`src/rtl/addsub_pkg.sv`:
```
// addsub_pkg -- shared types and encodings for the serial adder/subtractor.
//   state_t    : controller states IDLE / BUSY / DONE
//   OP_ADD/SUB : encodings of the op input
//   slice0_cin : carry fed into the first (LSB) slice
package addsub_pkg;

   typedef enum logic [1:0] {
      IDLE = 2'd0,
      BUSY = 2'd1,
      DONE = 2'd2
   } state_t;

   localparam logic OP_ADD = 1'b0;
   localparam logic OP_SUB = 1'b1;

   // Subtract is A + ~B + ~borrow_in, so the LSB slice sees cin inverted.
   function automatic logic slice0_cin(input logic op, input logic cin);
      return (op == OP_ADD) ? cin : ~cin;
   endfunction

endpackage

```
`src/rtl/addsub_chunk.sv`:
```
// addsub_chunk -- combinational CHUNK-bit ripple slice of full adders.
//   a, b    : slice operands
//   op      : OP_SUB inverts b
//   cin     : slice carry-in
//   sum     : slice sum
//   cout    : carry out of the slice MSB
//   msb_cin : carry into the slice MSB (used for signed overflow)
module addsub_chunk
   import addsub_pkg::*;
#(
   parameter int CHUNK = 4
) (
   input  logic [CHUNK-1:0] a,
   input  logic [CHUNK-1:0] b,
   input  logic             op,
   input  logic             cin,
   output logic [CHUNK-1:0] sum,
   output logic             cout,
   output logic             msb_cin
);

   logic [CHUNK-1:0] b_eff;
   logic [CHUNK:0]   c;

   assign b_eff = (op == OP_SUB) ? ~b : b;

   always_comb begin
      c    = '0;
      sum  = '0;
      c[0] = cin;
      for (int i = 0; i < CHUNK; i++) begin
         sum[i]   = a[i] ^ b_eff[i] ^ c[i];
         c[i+1]   = (a[i] & b_eff[i]) | (c[i] & (a[i] ^ b_eff[i]));
      end
   end

   assign cout    = c[CHUNK];
   assign msb_cin = c[CHUNK-1];

endmodule

```
`src/rtl/addsub_serial.sv`:
```
// addsub_serial -- bit-serial (CHUNK bits per cycle) adder/subtractor with
// valid/ready handshakes on both sides.
//   clk, rst            : clock, asynchronous active-high reset
//   in_valid / in_ready : operand handshake (a, b, op, cin captured on accept)
//   out_valid/out_ready : result handshake (result, carry, overflow, zero)
//   sat_mode            : only with ADDSUB_SERIAL_SAT_EN defined; clamps the
//                         result to signed max/min on overflow
// Without ADDSUB_SERIAL_SAT_EN the result always wraps modulo 2^WIDTH.
// Latency: out_valid rises WIDTH/CHUNK cycles after the accepting edge.
module addsub_serial
   import addsub_pkg::*;
#(
   parameter int WIDTH = 16,
   parameter int CHUNK = 4
) (
   input  logic             clk,
   input  logic             rst,
   input  logic             in_valid,
   output logic             in_ready,
   input  logic [WIDTH-1:0] a,
   input  logic [WIDTH-1:0] b,
   input  logic             op,
   input  logic             cin,
`ifdef ADDSUB_SERIAL_SAT_EN
   input  logic             sat_mode,
`endif
   output logic             out_valid,
   input  logic             out_ready,
   output logic [WIDTH-1:0] result,
   output logic             carry,
   output logic             overflow,
   output logic             zero
);

   localparam int NSLICE = WIDTH / CHUNK;
   localparam int CW     = (NSLICE > 1) ? $clog2(NSLICE) : 1;
   localparam logic [WIDTH-1:0] SMIN = WIDTH'(1) << (WIDTH - 1);
   localparam logic [WIDTH-1:0] SMAX = ~SMIN;

   state_t           state, state_nx;
   logic [WIDTH-1:0] a_q, b_q, acc_q, acc_nx, fin;
   logic [CHUNK-1:0] sum_s;
   logic             op_q, cy_q, sat_q;
   logic             cout_s, mcin_s, ovf;
   logic [CW-1:0]    cnt_q;
   logic             accept, last;

   assign in_ready  = !rst && ((state == IDLE) || ((state == DONE) && out_ready));
   assign accept    = in_valid && in_ready;
   assign last      = (cnt_q == CW'(NSLICE - 1));
   assign out_valid = (state == DONE);

   // ---------------- controller ----------------
   always_ff @(posedge clk or posedge rst) begin
      if (rst) state <= IDLE;
      else     state <= state_nx;
   end

   always_comb begin
      state_nx = state;
      case (state)
         IDLE: if (accept) state_nx = BUSY;
         BUSY: if (last)   state_nx = DONE;
         DONE: if (out_ready) state_nx = accept ? BUSY : IDLE;
         default: state_nx = IDLE;
      endcase
   end

   // ---------------- datapath ----------------
   addsub_chunk #(.CHUNK(CHUNK)) u_chunk (
      .a       (a_q[CHUNK-1:0]),
      .b       (b_q[CHUNK-1:0]),
      .op      (op_q),
      .cin     (cy_q),
      .sum     (sum_s),
      .cout    (cout_s),
      .msb_cin (mcin_s)
   );

   // Slices enter at the top and shift down; after NSLICE slices the
   // first one sits in the LSBs. Concatenate-then-shift stays legal when
   // CHUNK == WIDTH.
   assign acc_nx = WIDTH'({sum_s, acc_q} >> CHUNK);
   assign ovf    = cout_s ^ mcin_s;

   // On overflow the wrapped MSB is the inverse of the true sign:
   // MSB 1 means the true result was positive.
   always_comb begin
      fin = acc_nx;
      if (sat_q && ovf) fin = acc_nx[WIDTH-1] ? SMAX : SMIN;
   end

   always_ff @(posedge clk or posedge rst) begin
      if (rst) begin
         a_q      <= '0;
         b_q      <= '0;
         acc_q    <= '0;
         op_q     <= 1'b0;
         cy_q     <= 1'b0;
         cnt_q    <= '0;
         result   <= '0;
         carry    <= 1'b0;
         overflow <= 1'b0;
         zero     <= 1'b0;
      end else if (accept) begin
         a_q   <= a;
         b_q   <= b;
         acc_q <= '0;
         op_q  <= op;
         cy_q  <= slice0_cin(op, cin);
         cnt_q <= '0;
      end else if (state == BUSY) begin
         a_q   <= a_q >> CHUNK;
         b_q   <= b_q >> CHUNK;
         acc_q <= acc_nx;
         cy_q  <= cout_s;
         cnt_q <= cnt_q + CW'(1);
         // Output registers only move on the final slice, so they hold
         // through DONE and across a back-to-back accept.
         if (last) begin
            result   <= fin;
            carry    <= cout_s;
            overflow <= ovf;
            zero     <= (fin == '0);
         end
      end
   end

`ifdef ADDSUB_SERIAL_SAT_EN
   always_ff @(posedge clk or posedge rst) begin
      if (rst)         sat_q <= 1'b0;
      else if (accept) sat_q <= sat_mode;
   end
`else
   assign sat_q = 1'b0;
`endif

endmodule

```
`config.mk`:
```
export PLATFORM = sky130hd
export DESIGN_NAME = addsub_serial
export DESIGN_NICKNAME = d
export VERILOG_FILES = /design/src/rtl/addsub_pkg.sv /design/src/rtl/addsub_chunk.sv /design/src/rtl/addsub_serial.sv
export SDC_FILE = /design/constraint.sdc
export NUM_CORES = 1
export LEC_CHECK = 0
export CORE_ASPECT_RATIO = 1.1
export CORE_MARGIN = 2
export CORE_UTILIZATION = 56
export CTS_CLUSTER_SIZE = 25
export DETAILED_ROUTE_END_ITERATION = 7
export GPL_ROUTABILITY_DRIVEN = 1
export GPL_TIMING_DRIVEN = 0
export PLACE_DENSITY_LB_ADDON = 0.3
export SYNTH_ARGS = -nofsm -noshare
export SYNTH_HDL_FRONTEND = slang
export SYNTH_SLANG_ARGS = --single-unit
```
`constraint.sdc`:
```
create_clock -name clk -period 4.04 [get_ports clk]
set_input_delay 0.404 -clock clk [delete_from_list [all_inputs] [get_ports clk]]
set_output_delay 0.404 -clock clk [all_outputs]
set_load 0.02 [all_outputs]
```
After elaboration in Yosys (flattened, before gate mapping)
Index checks and enable logic that the tools add are counted.

cells by class
  $add $sub $neg = 1
  $mul = 0
  div/mod/pow operators = 0
  magnitude comparators = 0
  equal/unequal tests = 6
  shift operators = 0
  muxes and demuxes = 17
  bitwise logic cells = 24
  reductions and logical operators = 10

operator list
  cell                   count
  $mux W16               6
  $logic_not A16 Y1      1
  $mux W2                5
  $xor A1 B1 Y1          9
  $and A1 B1 Y1          8
  $pmux W2 S3            1
  $reduce_and A3 Y1      2
  $eq A2 B2 Y1 const B   2
  $mux W1                4
  $mux W4                1
  $ne A2 B2 Y1 const B   2
  $not A4 Y4             1
  $or A1 B1 Y1           4
  $logic_and A1 B1 Y1    3
  $add A2 B1 Y2 const B  1
  $eq A2 B1 Y1 const B   1
  $logic_not A2 Y1       1
  $ne A2 B1 Y1 const B   1
  $not A1 Y1             2
  $reduce_bool A2 Y1     1
  $logic_not A1 Y1       1
  $logic_or A1 B1 Y1     1

word-level totals
  bits in registers = 73
  bits in latches = 0
  memory bits (writable) = 0
  memory bits (read-only) = 0
  bits of input ports = 38
  output and inout bits = 21
  logic and storage cells = 69
  memories = 0

Logic depth before layout (Yosys ltp)
  word-level depth = 13
  gate-level depth with buffers = 11
  depth with buffers taken out = 10

Hierarchy
From an unflattened synthesis, not the netlist that was laid out.

unflattened totals
  cells, all modules = 255
  area total of the unflattened synthesis = 3,228.1 um^2

by module, submodules not included
  module         instances  cells an instance  area an instance (um^2)  seq. area each (um^2)
  addsub_serial  1          239                3,083.0                  1,726.7
  addsub_chunk   1          16                 145.1                    0.0

Least setup slack after synthesis
OpenSTA, ideal clock, no wires.

  kind = reg-to-reg
  start point = register op_q
  end point = register zero
  setup time = 83 ps
  arrival = 2,694 ps
  required time = 3,957 ps
  path slack = 1,263 ps
  stages on the path, launching flop included = 12
  buffers on the path = 1
  period minus slack after synthesis = 2,777 ps
  cell sequence = dfrtp_1 -> clkbuf_1 -> xor2_1 -> fa_1 -> inv_1 -> fa_1 -> fa_1 -> inv_1 -> fa_1 -> nor4_1 -> nand4_1 -> o21ai_0

on the way
  longest elaborated chain between the ends = 10
  elaborated cells on any way between the ends = 19
  classes of those cells = 1 x mux; 17 x bitwise; 1 x reduce/logical

RTL lines
  item                    RTL line              text
  from (decl)             addsub_serial.sv:43   logic op_q, cy_q, sat_q;
  from (signal assigned)  addsub_serial.sv:109  op_q <= op;
  $mux W4 (*)             addsub_chunk.sv:25    assign b_eff = (op == OP_SUB) ? ~b : b;
  $xor A1 B1 Y1           addsub_chunk.sv:33    c[i+1] = (a[i] & b_eff[i]) | (c[i] & (a[i] ^ b_eff[i]));
  $and A1 B1 Y1           addsub_chunk.sv:33
  $or A1 B1 Y1            addsub_chunk.sv:33
  $and A1 B1 Y1           addsub_chunk.sv:33
  $or A1 B1 Y1            addsub_chunk.sv:33
  $and A1 B1 Y1           addsub_chunk.sv:33
  $or A1 B1 Y1            addsub_chunk.sv:33
  $xor A1 B1 Y1 (*)       addsub_chunk.sv:32    sum[i] = a[i] ^ b_eff[i] ^ c[i];
  via sum_s[3]            addsub_serial.sv:42   logic [CHUNK-1:0] sum_s;
  $logic_not A16 Y1 (*)   addsub_serial.sv:124  zero <= (fin == '0);
  to (signal assigned)    addsub_serial.sv:124
  to (decl)               addsub_serial.sv:32   output logic zero

The timed path passes the listed nets; every way through them passes the cells marked *.
A chain may end at the register's enable or synchronous reset.

Final worst setup path
Same ends and word-level chain as after synthesis.

==> summary.md <==
### Outcome
- **run status** finished clean

### Power and ir drop
- **clock share of power** 0.158
- **power density relative to cell area** 776 nW/um^2
- **static leakage** 0.00176 uW
- **maximum vdd drop** 0.402 mV
- **portion of total power attributed to combinational logic** 0.469
- **Cell Int Power** 1920 uW
- **switching power summed over all nets** 1180 uW
- **part of the power in registers** 0.372
- **switching part of the total power** 0.381

### Routing
- **Detailed Routing Iterations Pass 1** 5
- **DRC marker count from the first detailed-route iteration** 125
- **average wire per cell in the routed design** 15.8 um
- **routed vias/inst** 5.49
- **total wire length after detailed routing** 6550 um
- **via count** 2273
- **Post-DRT Antenna Nets** 0
- **DRC** 0

### Final layout
- **number of inserted filler cells in the final layout** 394
- **post-layout instance count excluding filler cells** 414
- **most common library cell in the layout ignoring fill and taps** dfrtp_1
- **antenna fix cells** 0
- **share of final-layout standard cells stronger than drive strength 1** 0.139
- **number of nets at the end of the flow** 379
- **commonest cells after routing, fill and taps aside** 69 x dfrtp_1, 58 x clkdlybuf4s50_1, 34 x nand2_1, 20 x and2_1, 19 x a221o_1
- **synthesis-to-layout area growth** 28.6%

### Min path
- **worst hold path class** in2async

### Timing
- **Slew Viols, Final** 0
- **tightest slew margin relative to the limit** 0.672
- **Fin. Hold Viols** 0
- **clock period minus final worst setup slack** 3.18 ns
- **Post-Route Skew** 0.00572 ns
- **final setup fails** 0
- **Final TNS setup** 0 ns
- **pin slew with the least headroom to its limit** 0.492 ns
- **Peak Freq** 315 MHz
- **share of the clock period used by the worst path after layout** 0.787
- **setup repair after global routing missed its margin** false

### Worst setup path
- **Req. time, crit path** 4.30 ns
- **Crit path max-delay family** adder cells
- **startpoint kind of the worst setup timing path** flip-flop
- **standard cell with the maximum stage delay on the critical path** fa_1
- **kind of end point of the critical path** flip-flop
- **Cell Chain, Critical Path** clkbuf_1 -> xor2_1 -> fa_1 -> inv_1 -> fa_1 -> fa_1 -> inv_1 -> fa_1 -> nor4_1 -> nand4_1 -> o21ai_0
- **crit path buf inv count** 3
- **maximum net fanout on the critical path** 5
- **category of the most critical setup path** reg2reg
- **Arrival @ worst endpoint** 3.44 ns
- **longest individual stage delay on the worst path** 0.49 ns
- **cell occurring most often along the worst timing path** fa_1

### Yosys
- **Synth Cell Area** 3100 sq um
- **Synth cell types** 31
- **syn_area_per_cell** 11.7 sq um
- **number of synthesized register bits** 69
- **area share of the leading cell type in the synthesized netlist** 0.557
- **synthesis warning total** 0
- **cell type contributing the most total cell area after synthesis** dfrtp_1
- **synthesized netlist cell count** 265
- **Post-Synthesis Net Count** 308
- **sequential-to-total area share from yosys stat** 0.557
- **largest cells by area after synthesis** dfrtp_1 56%, a221o_1 6.1%, mux2_2 5.4%

### CTS
- **hold-fix buffers at CTS** 0
- **CTS Buf Count** 9
- **root cell of the clock tree** clkbuf_8
- **clock edge transition at the registers on the reported setup and hold paths** 0.07 ns
- **clock tree from TritonCTS** done
- **Num Clock Sinks** 69
- **buffer count from post-CTS setup fixing** 0
- **deepest clock path buffer count** 2
- **# H-tree levels** 3
- **Gates resized, CTS repair** 0
- **clk_lat worst skew** 0.34 ns

### GRT
- **total gr overflow** 0
- **global-route wire length before repair** 11000 um
- **initial antenna violation count** 0
- **GRT Resource Usage Total** 0.247
- **pin count of the biggest net entering global routing** 30
- **via count of the first global-routing pass** 2309

### Placed design
- **post-DP HPWL** 4880 um
- **routability congestion estimate** 0.808
- **Cells after DPL** 400
- **number of buffer cells added on primary ports** 58

### Floorplan
- **die outline area** 6150 sq um
- **Ports** 59
- **core area** 5360 sq um
- **FP Rows** 28
- **die extent in y** 82.1 um
- **starting utilization of the core area** 0.579
- **die width** 75.0 um

### Job
- **Max Cap Violations** 0

[sequential cells by signal, indices dropped and copies added, names as in the netlist]
name / flops
a_q: 16
acc_q: 12
b_q: 16
carry: 1
cnt_q: 2
cy_q: 1
op_q: 1
overflow: 1
result: 16
state: 2
zero: 1
[routing by layer]
layer,part of all wire,global-route usage,up-vias,routed length [um]
met5,0,0,-,0
met3,0.047,0.0577,17,305
met4,0.029,0.130,0,187
met2,0.52,0.414,72,3410
met1,0.40,0.293,1106,2650
li1,-,-,1078,-
[cell families (layout without fill, tap and decap cells)]
family | count (synthesis) | after routing | share of synthesized area
AOI/OAI and AO/OA | 52 | 52 | 0.122
xor gates and xnor gates | 7 | 7 | 0.0198
DFF | 69 | 69 | 0.557
and+or+nand+nor | 82 | 82 | 0.142
muxes | 23 | 23 | 0.0807
buffers and inverters | 27 | 101 | 0.0492
adders and majority gates | 5 | 5 | 0.0299
[worst paths after layout]
check                      startpoint    endpoint  depth (start not counted)  slack (ns)
max                              op_q        zero                         11        0.86
min                               rst     b_q[14]                          2        0.45
max reg2reg                      op_q        zero                         11        0.86
min reg2reg                  overflow    overflow                          2        0.49
max in group asynchronous         rst  result[12]                          4        2.92
min in group clk             overflow    overflow                          2        0.49
[Yosys cell counts]
library cell  number
nor4_1             2
inv_1              6
nor2_1             3
clkbuf_1           8
a221o_1           19
fa_1               4
xnor2_1            4
nor4b_1            2
and2_1            20
nand2b_1           2
o21bai_1           1
nand3b_1           1
xor2_1             3
a31oi_4            1
mux2i_1            7
buf_4              4
a211oi_1           2
dfrtp_1           69
nand4_1           14
ha_1               1
and3_4             1
or2b_1             1
and2b_1            1
a21oi_1           11
nor2_4             1
buf_6              4
mux2_1             1
o21ai_0           18
buf_2              5
mux2_2            15
nand2_1           34
[metrics by stage]
step	instance area, sq um	worst slack, ns	utilization	hold WS [ns]	power (uW)
finish	3990	0.862	0.744	0.449	3100
global route	3990	0.704	0.744	0.498	3300
detailed placement	3820	0.905	0.713	0.475	2610
global placement	3780	0.741	0.704	0.463	2530
floorplan	3100	1.26	-	0.470	2100
CTS	3990	0.850	0.744	0.459	3110
[area by class of cell]
cell class	count	area (sq um)	share of cell area
timing repair buffer	60	628	0.157
sequential	69	1730	0.433
tap	75	93.8	0.0235
clock buffer	12	155	0.0389
inverter	6	22.5	0.00565
multi-input combinational	169	1220	0.306
clock inverter	2	10.0	0.00251
buffer	21	130	0.0326
[power groups by stage]
stage	clock, uW	combinational (uW)	sequential [uW]
3_5_place_dp	0	1440	1170
6_report	491	1450	1150
4_1_cts	494	1460	1150
5_1_grt	526	1590	1190
2_1_floorplan	0	897	1200
3_3_place_gp	0	1380	1150
Power figures use the tool's default switching activity.
